[src/rtl/fetch_sequencer.sv]
// Fetch sequencer: walks the PC through fetch (req/ack to instruction memory),
// issue (valid/ready to decode) and advance (single pc_incr pulse per instruction).
module fetch_sequencer #(
  parameter int unsigned ADDR_W  = 8,
  parameter int unsigned DATA_W  = 16,
  parameter int unsigned TIMEOUT = 15
) (
  input  logic              clk,
  input  logic              reset,
  input  logic              run,
  input  logic              step,
  input  logic [ADDR_W-1:0] pc,
  output logic              pc_incr,
  output logic              mem_req,
  output logic [ADDR_W-1:0] mem_addr,
  input  logic              mem_ack,
  input  logic [DATA_W-1:0] mem_data,
  output logic [DATA_W-1:0] instr,
  output logic              instr_valid,
  input  logic              instr_ready,
  output logic              busy,
  output logic              err,
  input  logic              clear_err
);

  localparam int unsigned CNT_W = 8;

  typedef enum logic [2:0] {
    S_IDLE,
    S_FETCH,
    S_ISSUE,
    S_ADV,
    S_ERR
  } state_t;

  state_t             state_q;
  state_t             state_d;
  logic               single_q;
  logic               single_d;
  logic [CNT_W-1:0]   cnt_q;
  logic [CNT_W-1:0]   cnt_d;
  logic [DATA_W-1:0]  instr_d;

  assign mem_addr = pc;

  // Next-state, wait counter, single-step flag and instruction capture.
  always_comb begin
    state_d  = state_q;
    single_d = single_q;
    cnt_d    = '0;
    instr_d  = instr;
    case (state_q)
      S_IDLE: begin
        if (run) begin
          state_d  = S_FETCH;
          single_d = 1'b0;
        end else if (step) begin
          state_d  = S_FETCH;
          single_d = 1'b1;
        end
      end
      S_FETCH: begin
        if (mem_ack) begin
          instr_d = mem_data;
          state_d = S_ISSUE;
        end else if (cnt_q == CNT_W'(TIMEOUT - 1)) begin
          state_d  = S_ERR;
          single_d = 1'b0;
        end else begin
          cnt_d = cnt_q + CNT_W'(1);
        end
      end
      S_ISSUE: begin
        if (instr_ready) begin
          state_d = S_ADV;
        end
      end
      S_ADV: begin
        if (run && !single_q) begin
          state_d = S_FETCH;
        end else begin
          state_d  = S_IDLE;
          single_d = 1'b0;
        end
      end
      S_ERR: begin
        if (clear_err) begin
          state_d = S_IDLE;
        end
      end
      default: begin
        state_d  = S_IDLE;
        single_d = 1'b0;
      end
    endcase
  end

  // State register; outputs are registered from the next state so they line up with it.
  always_ff @(posedge clk) begin
    if (!reset) begin
      state_q     <= S_IDLE;
      single_q    <= 1'b0;
      cnt_q       <= '0;
      instr       <= '0;
      pc_incr     <= 1'b0;
      mem_req     <= 1'b0;
      instr_valid <= 1'b0;
      busy        <= 1'b0;
      err         <= 1'b0;
    end else begin
      state_q     <= state_d;
      single_q    <= single_d;
      cnt_q       <= cnt_d;
      instr       <= instr_d;
      pc_incr     <= (state_d == S_ADV);
      mem_req     <= (state_d == S_FETCH);
      instr_valid <= (state_d == S_ISSUE);
      busy        <= (state_d == S_FETCH) || (state_d == S_ISSUE) || (state_d == S_ADV);
      err         <= (state_d == S_ERR);
    end
  end

endmodule

[config.mk]
export PLATFORM = sky130hd
export DESIGN_NAME = fetch_sequencer
export DESIGN_NICKNAME = d
export VERILOG_FILES = /design/src/rtl/fetch_sequencer.sv
export SDC_FILE = /design/constraint.sdc
export NUM_CORES = 1
export LEC_CHECK = 0
export BUFFER_PORTS_ARGS = -buffer_cell sky130_fd_sc_hd__buf_4
export CORE_AREA = 5 5 63 65
export CTS_CLUSTER_DIAMETER = 80
export DETAILED_ROUTE_END_ITERATION = 6
export DIE_AREA = 0 0 68 70
export PLACE_DENSITY = 0.74
export SLEW_MARGIN = 10
export SYNTH_ARGS = -nofsm -noshare
export SYNTH_HDL_FRONTEND = slang
export SYNTH_SLANG_ARGS = --single-unit
[constraint.sdc]
create_clock -name clk -period 2.4 [get_ports clk]
set_input_delay 0.36 -clock clk [delete_from_list [all_inputs] [get_ports clk]]
set_output_delay 0.36 -clock clk [all_outputs]
set_load 0.02 [all_outputs]
==> impl_results.html <==
<table>
<tr><th>Metric</th><th>Value</th></tr>
<tr><th colspan="2">Clock network</th></tr>
<tr><td>Number of H-tree branching levels</td><td>2</td></tr>
<tr><td>Clock buffer depth</td><td>2</td></tr>
<tr><td>TritonCTS Sinks</td><td>33</td></tr>
<tr><td>CTS tree</td><td>built</td></tr>
<tr><td>Count of buffers added by post-CTS timing repair for setup</td><td>0</td></tr>
<tr><td>Root buffer selected by CTS</td><td>sky130_fd_sc_hd__clkbuf_4</td></tr>
<tr><td>Clk slew on worst S/H paths</td><td>0.10 ns</td></tr>
<tr><td>Clk_lat worst skew</td><td>0.32 ns</td></tr>
<tr><td>Hold Buf Count CTS</td><td>0</td></tr>
<tr><td>Number of instances resized during post-cts repair</td><td>0</td></tr>
<tr><td>Number of CTS-inserted buffers</td><td>5</td></tr>
<tr><th colspan="2">Final layout</th></tr>
<tr><td>Top library cells by usage in the layout, fill and taps aside</td><td>43 x sky130_fd_sc_hd__buf_4, 37 x sky130_fd_sc_hd__nand2_1, 33 x sky130_fd_sc_hd__dfxtp_1, 14 x sky130_fd_sc_hd__nor2_1, 10 x sky130_fd_sc_hd__a21boi_1</td></tr>
<tr><td>Flip-flop and latch area</td><td>661 sq um</td></tr>
<tr><td>Area growth from synthesis to final layout</td><td>24.7%</td></tr>
<tr><td>Diodes inserted</td><td>0</td></tr>
<tr><td>Filler cells</td><td>315</td></tr>
<tr><td>Most common cell after layout, fill and taps aside</td><td>sky130_fd_sc_hd__buf_4</td></tr>
<tr><td>Net count of the finished layout</td><td>228</td></tr>
<tr><td>Area of the multi-input gates</td><td>666 sq um</td></tr>
<tr><td>Final cell count without fillers</td><td>242</td></tr>
<tr><td>Fraction of final layout cells with drive strength greater than 1</td><td>30.6%</td></tr>
<tr><th colspan="2">STA</th></tr>
<tr><td>Final hold violations</td><td>0</td></tr>
<tr><td>Final TNS setup</td><td>0 ns</td></tr>
<tr><td>Slew Limit Fails</td><td>0</td></tr>
<tr><td>Crit share post-route</td><td>66.8%</td></tr>
<tr><td>Max-slew headroom at the worst pin</td><td>62.8%</td></tr>
<tr><td>Number of setup violations in the final report</td><td>0</td></tr>
<tr><td>Period minus WS final</td><td>1.60 ns</td></tr>
<tr><td>RSZ-0062 raised after global routing</td><td>false</td></tr>
<tr><td>Maximum operating frequency</td><td>624 MHz</td></tr>
<tr><td>Worst slew pin tran</td><td>0.557 ns</td></tr>
<tr><td>Worst clock skew on the final layout</td><td>0.0117 ns</td></tr>
<tr><th colspan="2">Synth</th></tr>
<tr><td>Post-synth EDFFs</td><td>0</td></tr>
<tr><td>Share of synthesized cell area in and, or, nand and nor gates</td><td>27.3%</td></tr>
<tr><td>Synthesized netlist net count</td><td>192</td></tr>
<tr><td>Mux contribution to synthesized area</td><td>0.697%</td></tr>
<tr><td>Combined area of all synthesized cells</td><td>0.00144 sq mm</td></tr>
<tr><td>Post-synth cell types</td><td>36</td></tr>
<tr><td>Per-instance average area after synthesis</td><td>9.03 sq um</td></tr>
<tr><td>Most used DFF post-synth</td><td>sky130_fd_sc_hd__dfxtp_1</td></tr>
<tr><td>Adder-cell share of the synthesized area</td><td>1.74%</td></tr>
<tr><td>Fraction of the yosys area taken by sequential cells</td><td>46.0%</td></tr>
<tr><td>Number of storage elements in the synthesis netlist</td><td>33</td></tr>
<tr><td>Share of the synthesized netlist area taken by xor and xnor gates</td><td>3.66%</td></tr>
<tr><td>Cell count after synthesis</td><td>159</td></tr>
<tr><td>Number of warnings issued by yosys</td><td>0</td></tr>
<tr><td>Compound-cell area share of the yosys netlist</td><td>13.0%</td></tr>
<tr><td>Combinational family with the most area after synthesis</td><td>simple AND/OR/NAND/NOR gates</td></tr>
<tr><td>Async SR Flop Fraction</td><td>0%</td></tr>
<tr><th colspan="2">Setup path</th></tr>
<tr><td>Cell family with the largest share of critical-path delay</td><td>simple AND/OR/NAND/NOR gates</td></tr>
<tr><td>CP bufs+invs</td><td>0</td></tr>
<tr><td>Delay of the slowest critical-path stage</td><td>0.52 ns</td></tr>
<tr><td>Data required time of the worst path</td><td>2.65 ns</td></tr>
<tr><td>Slowest stage cell, crit path</td><td>sky130_fd_sc_hd__and2_1</td></tr>
<tr><td>CP endpoint kind</td><td>register</td></tr>
<tr><td>Kind of start point of the critical path</td><td>register</td></tr>
<tr><td>Critical-path maximum fanout</td><td>16</td></tr>
<tr><td>Endpoint arrival time on the critical path</td><td>1.85 ns</td></tr>
<tr><td>Sequence of cells on the critical path</td><td>nor3b_2 &gt; and2_1 &gt; nand2_1 &gt; a21boi_0</td></tr>
<tr><td>WS Path Type</td><td>register to register</td></tr>
<tr><th colspan="2">Global routing</th></tr>
<tr><td>Maximum number of pins on one net before global-route repair</td><td>26</td></tr>
<tr><td>Number of antenna violations at the first check in global routing</td><td>0</td></tr>
<tr><td>Vias in the first global route</td><td>1,079</td></tr>
<tr><td>Wire length of the first global-routing pass</td><td>4570 microns</td></tr>
<tr><td>Overflow left after global routing</td><td>0</td></tr>
<tr><td>Combined global-route utilization of all metal layers</td><td>12.4%</td></tr>
<tr><th colspan="2">Placement</th></tr>
<tr><td>Buffers on Ports</td><td>43</td></tr>
<tr><td>Cell count after placement</td><td>234</td></tr>
<tr><td>Placed wire-length estimate</td><td>2210 microns</td></tr>
<tr><td>Routability congestion estimate from global placement</td><td>0.803</td></tr>
<tr><th colspan="2">Drt</th></tr>
<tr><td>First-iteration detailed-routing DRC count</td><td>36</td></tr>
<tr><td>Total via count in the routed design</td><td>1,176</td></tr>
<tr><td>Post-detailed-route via-to-cell ratio</td><td>4.86</td></tr>
<tr><td>Count of antenna-violating nets left after detailed routing</td><td>0</td></tr>
<tr><td>Wire length after detailed routing</td><td>2870 microns</td></tr>
<tr><td>Average detailed-routed wire length per instance</td><td>11.9 microns</td></tr>
<tr><td>Post-route DRC violation count</td><td>0</td></tr>
<tr><td>DR pass1 iterations</td><td>4</td></tr>
<tr><th colspan="2">Power</th></tr>
<tr><td>Relative contribution of sequential cells to total power</td><td>53.4%</td></tr>
<tr><td>Share of total power in the clock network</td><td>31.1%</td></tr>
<tr><td>Internal power consumption</td><td>826 uW</td></tr>
<tr><td>Net load switching power</td><td>281 uW</td></tr>
<tr><td>Net Sw Frac</td><td>25.4%</td></tr>
<tr><td>Worst ir drop on vdd</td><td>0.516 mV</td></tr>
<tr><td>Power per standard cell area</td><td>618 mW/mm^2</td></tr>
<tr><td>Overall power after layout</td><td>1110 uW</td></tr>
<tr><td>Leakage component of the power</td><td>0.000756 uW</td></tr>
<tr><td>Combinational share of power</td><td>15.5%</td></tr>
<tr><th colspan="2">Die</th></tr>
<tr><td>Number of I/O pins</td><td>60</td></tr>
<tr><td>Die W</td><td>68 microns</td></tr>
<tr><td>Core area</td><td>0.00328 sq mm</td></tr>
<tr><td>Initial standard-cell utilization of the core</td><td>43.7%</td></tr>
<tr><td>Vertical die dimension</td><td>70 microns</td></tr>
<tr><td>Die footprint</td><td>0.00476 sq mm</td></tr>
<tr><td>FP Rows</td><td>21</td></tr>
<tr><th colspan="2">Outcome</th></tr>
<tr><td>Run status</td><td>complete, no violations</td></tr>
<tr><th colspan="2">Min path</th></tr>
<tr><td>Min-Delay Path Class</td><td>primary input to register</td></tr>
<tr><th colspan="2">Run</th></tr>
<tr><td>Reported max-cap violation count</td><td>0</td></tr>
</table>
[layout make-up]
type	instances	area share, %
multi-input combinational	108	37.2
timing repair buffer	43	18.0
sequential	33	36.9
clock inverter	1	0.279
inverter	4	0.838
clock buffer	7	3.63
tap	46	3.21
[stage by stage]
stage / util, % / area (sq um) / worst slack (ns) / hold slack [ns]
final: 54.6 / 1790 / 0.797 / 0.284
after global routing: 54.6 / 1790 / 0.549 / 0.265
after CTS: 54.6 / 1790 / 0.762 / 0.267
after detailed placement: 52.4 / 1720 / 0.794 / 0.449
after global placement: 52.4 / 1720 / 0.874 / 0.444
after floorplan: - / 1440 / 0.966 / 0.435
[path summary, 6_finish.rpt]
kind          startpoint        end  slack (ns)  depth (start not counted)
max           state_q[0]  instr[15]        0.80                          4
min          mem_data[3]   instr[3]        0.28                          3
max reg2reg   state_q[0]  instr[15]        0.80                          4
min reg2reg     instr[4]   instr[4]        0.46                          2
[synthesized netlist by cell type (2+ instances only)]
| library cell | count | share of area, % |
|---|---|---|
| sky130_fd_sc_hd__a2111oi_2 | 2 | 2.1 |
| sky130_fd_sc_hd__a21boi_0 | 6 | 3.1 |
| sky130_fd_sc_hd__a21boi_1 | 10 | 5.2 |
| sky130_fd_sc_hd__and2_1 | 4 | 1.7 |
| sky130_fd_sc_hd__and3_1 | 2 | 0.87 |
| sky130_fd_sc_hd__buf_4 | 9 | 4.7 |
| sky130_fd_sc_hd__clkbuf_1 | 3 | 0.78 |
| sky130_fd_sc_hd__dfxtp_1 | 33 | 46 |
| sky130_fd_sc_hd__ha_1 | 2 | 1.7 |
| sky130_fd_sc_hd__inv_1 | 4 | 1.0 |
| sky130_fd_sc_hd__nand2_1 | 37 | 9.7 |
| sky130_fd_sc_hd__nand3_1 | 2 | 0.70 |
| sky130_fd_sc_hd__nand4_1 | 3 | 1.3 |
| sky130_fd_sc_hd__nor2_1 | 14 | 3.7 |
| sky130_fd_sc_hd__nor2b_1 | 3 | 1.3 |
| sky130_fd_sc_hd__xor2_1 | 5 | 3.0 |
[power by group through the flow]
stage | registers, uW | clock network [uW] | logic [uW]
floorplan | 625 | 0 | 97.3
finish | 591 | 345 | 172
global route | 595 | 382 | 188
global placement | 602 | 0 | 170
detailed placement | 603 | 0 | 175
CTS | 591 | 360 | 175
[worst reg2reg max path, stage by stage (launching register included)]
cell,delay (ns)
sky130_fd_sc_hd__dfxtp_1,0.46
sky130_fd_sc_hd__nor3b_2,0.29
sky130_fd_sc_hd__and2_1,0.52
sky130_fd_sc_hd__nand2_1,0.10
sky130_fd_sc_hd__a21boi_0,0.17
[cell families (layout without fill, tap and decap cells)]
group,count (synthesis),in the layout
AO/OA/AOI/OAI,22,22
XOR/XNOR,6,6
adder cells (fa/ha/maj),2,2
buffers and inverters,18,55
flip-flops,33,33
multiplexers,1,1
AND/OR/NAND/NOR,77,77
[flip-flops by register name, indices dropped and copies added (netlist names)]
register,cells
busy,1
pc_incr,1
instr,16
instr_valid,1
mem_req,1
err,1
single_q,1
state_q,3
cnt_q,8
[layer usage]
metal,global-route usage (%),share of wire (%),up-vias
met5,0,0,-
met4,4.19,1.5,0
met3,4.65,9.2,6
met2,21.0,47,33
met1,14.0,43,542
li1,-,-,595
No activity file was read; power rests on OpenSTA's default activity.
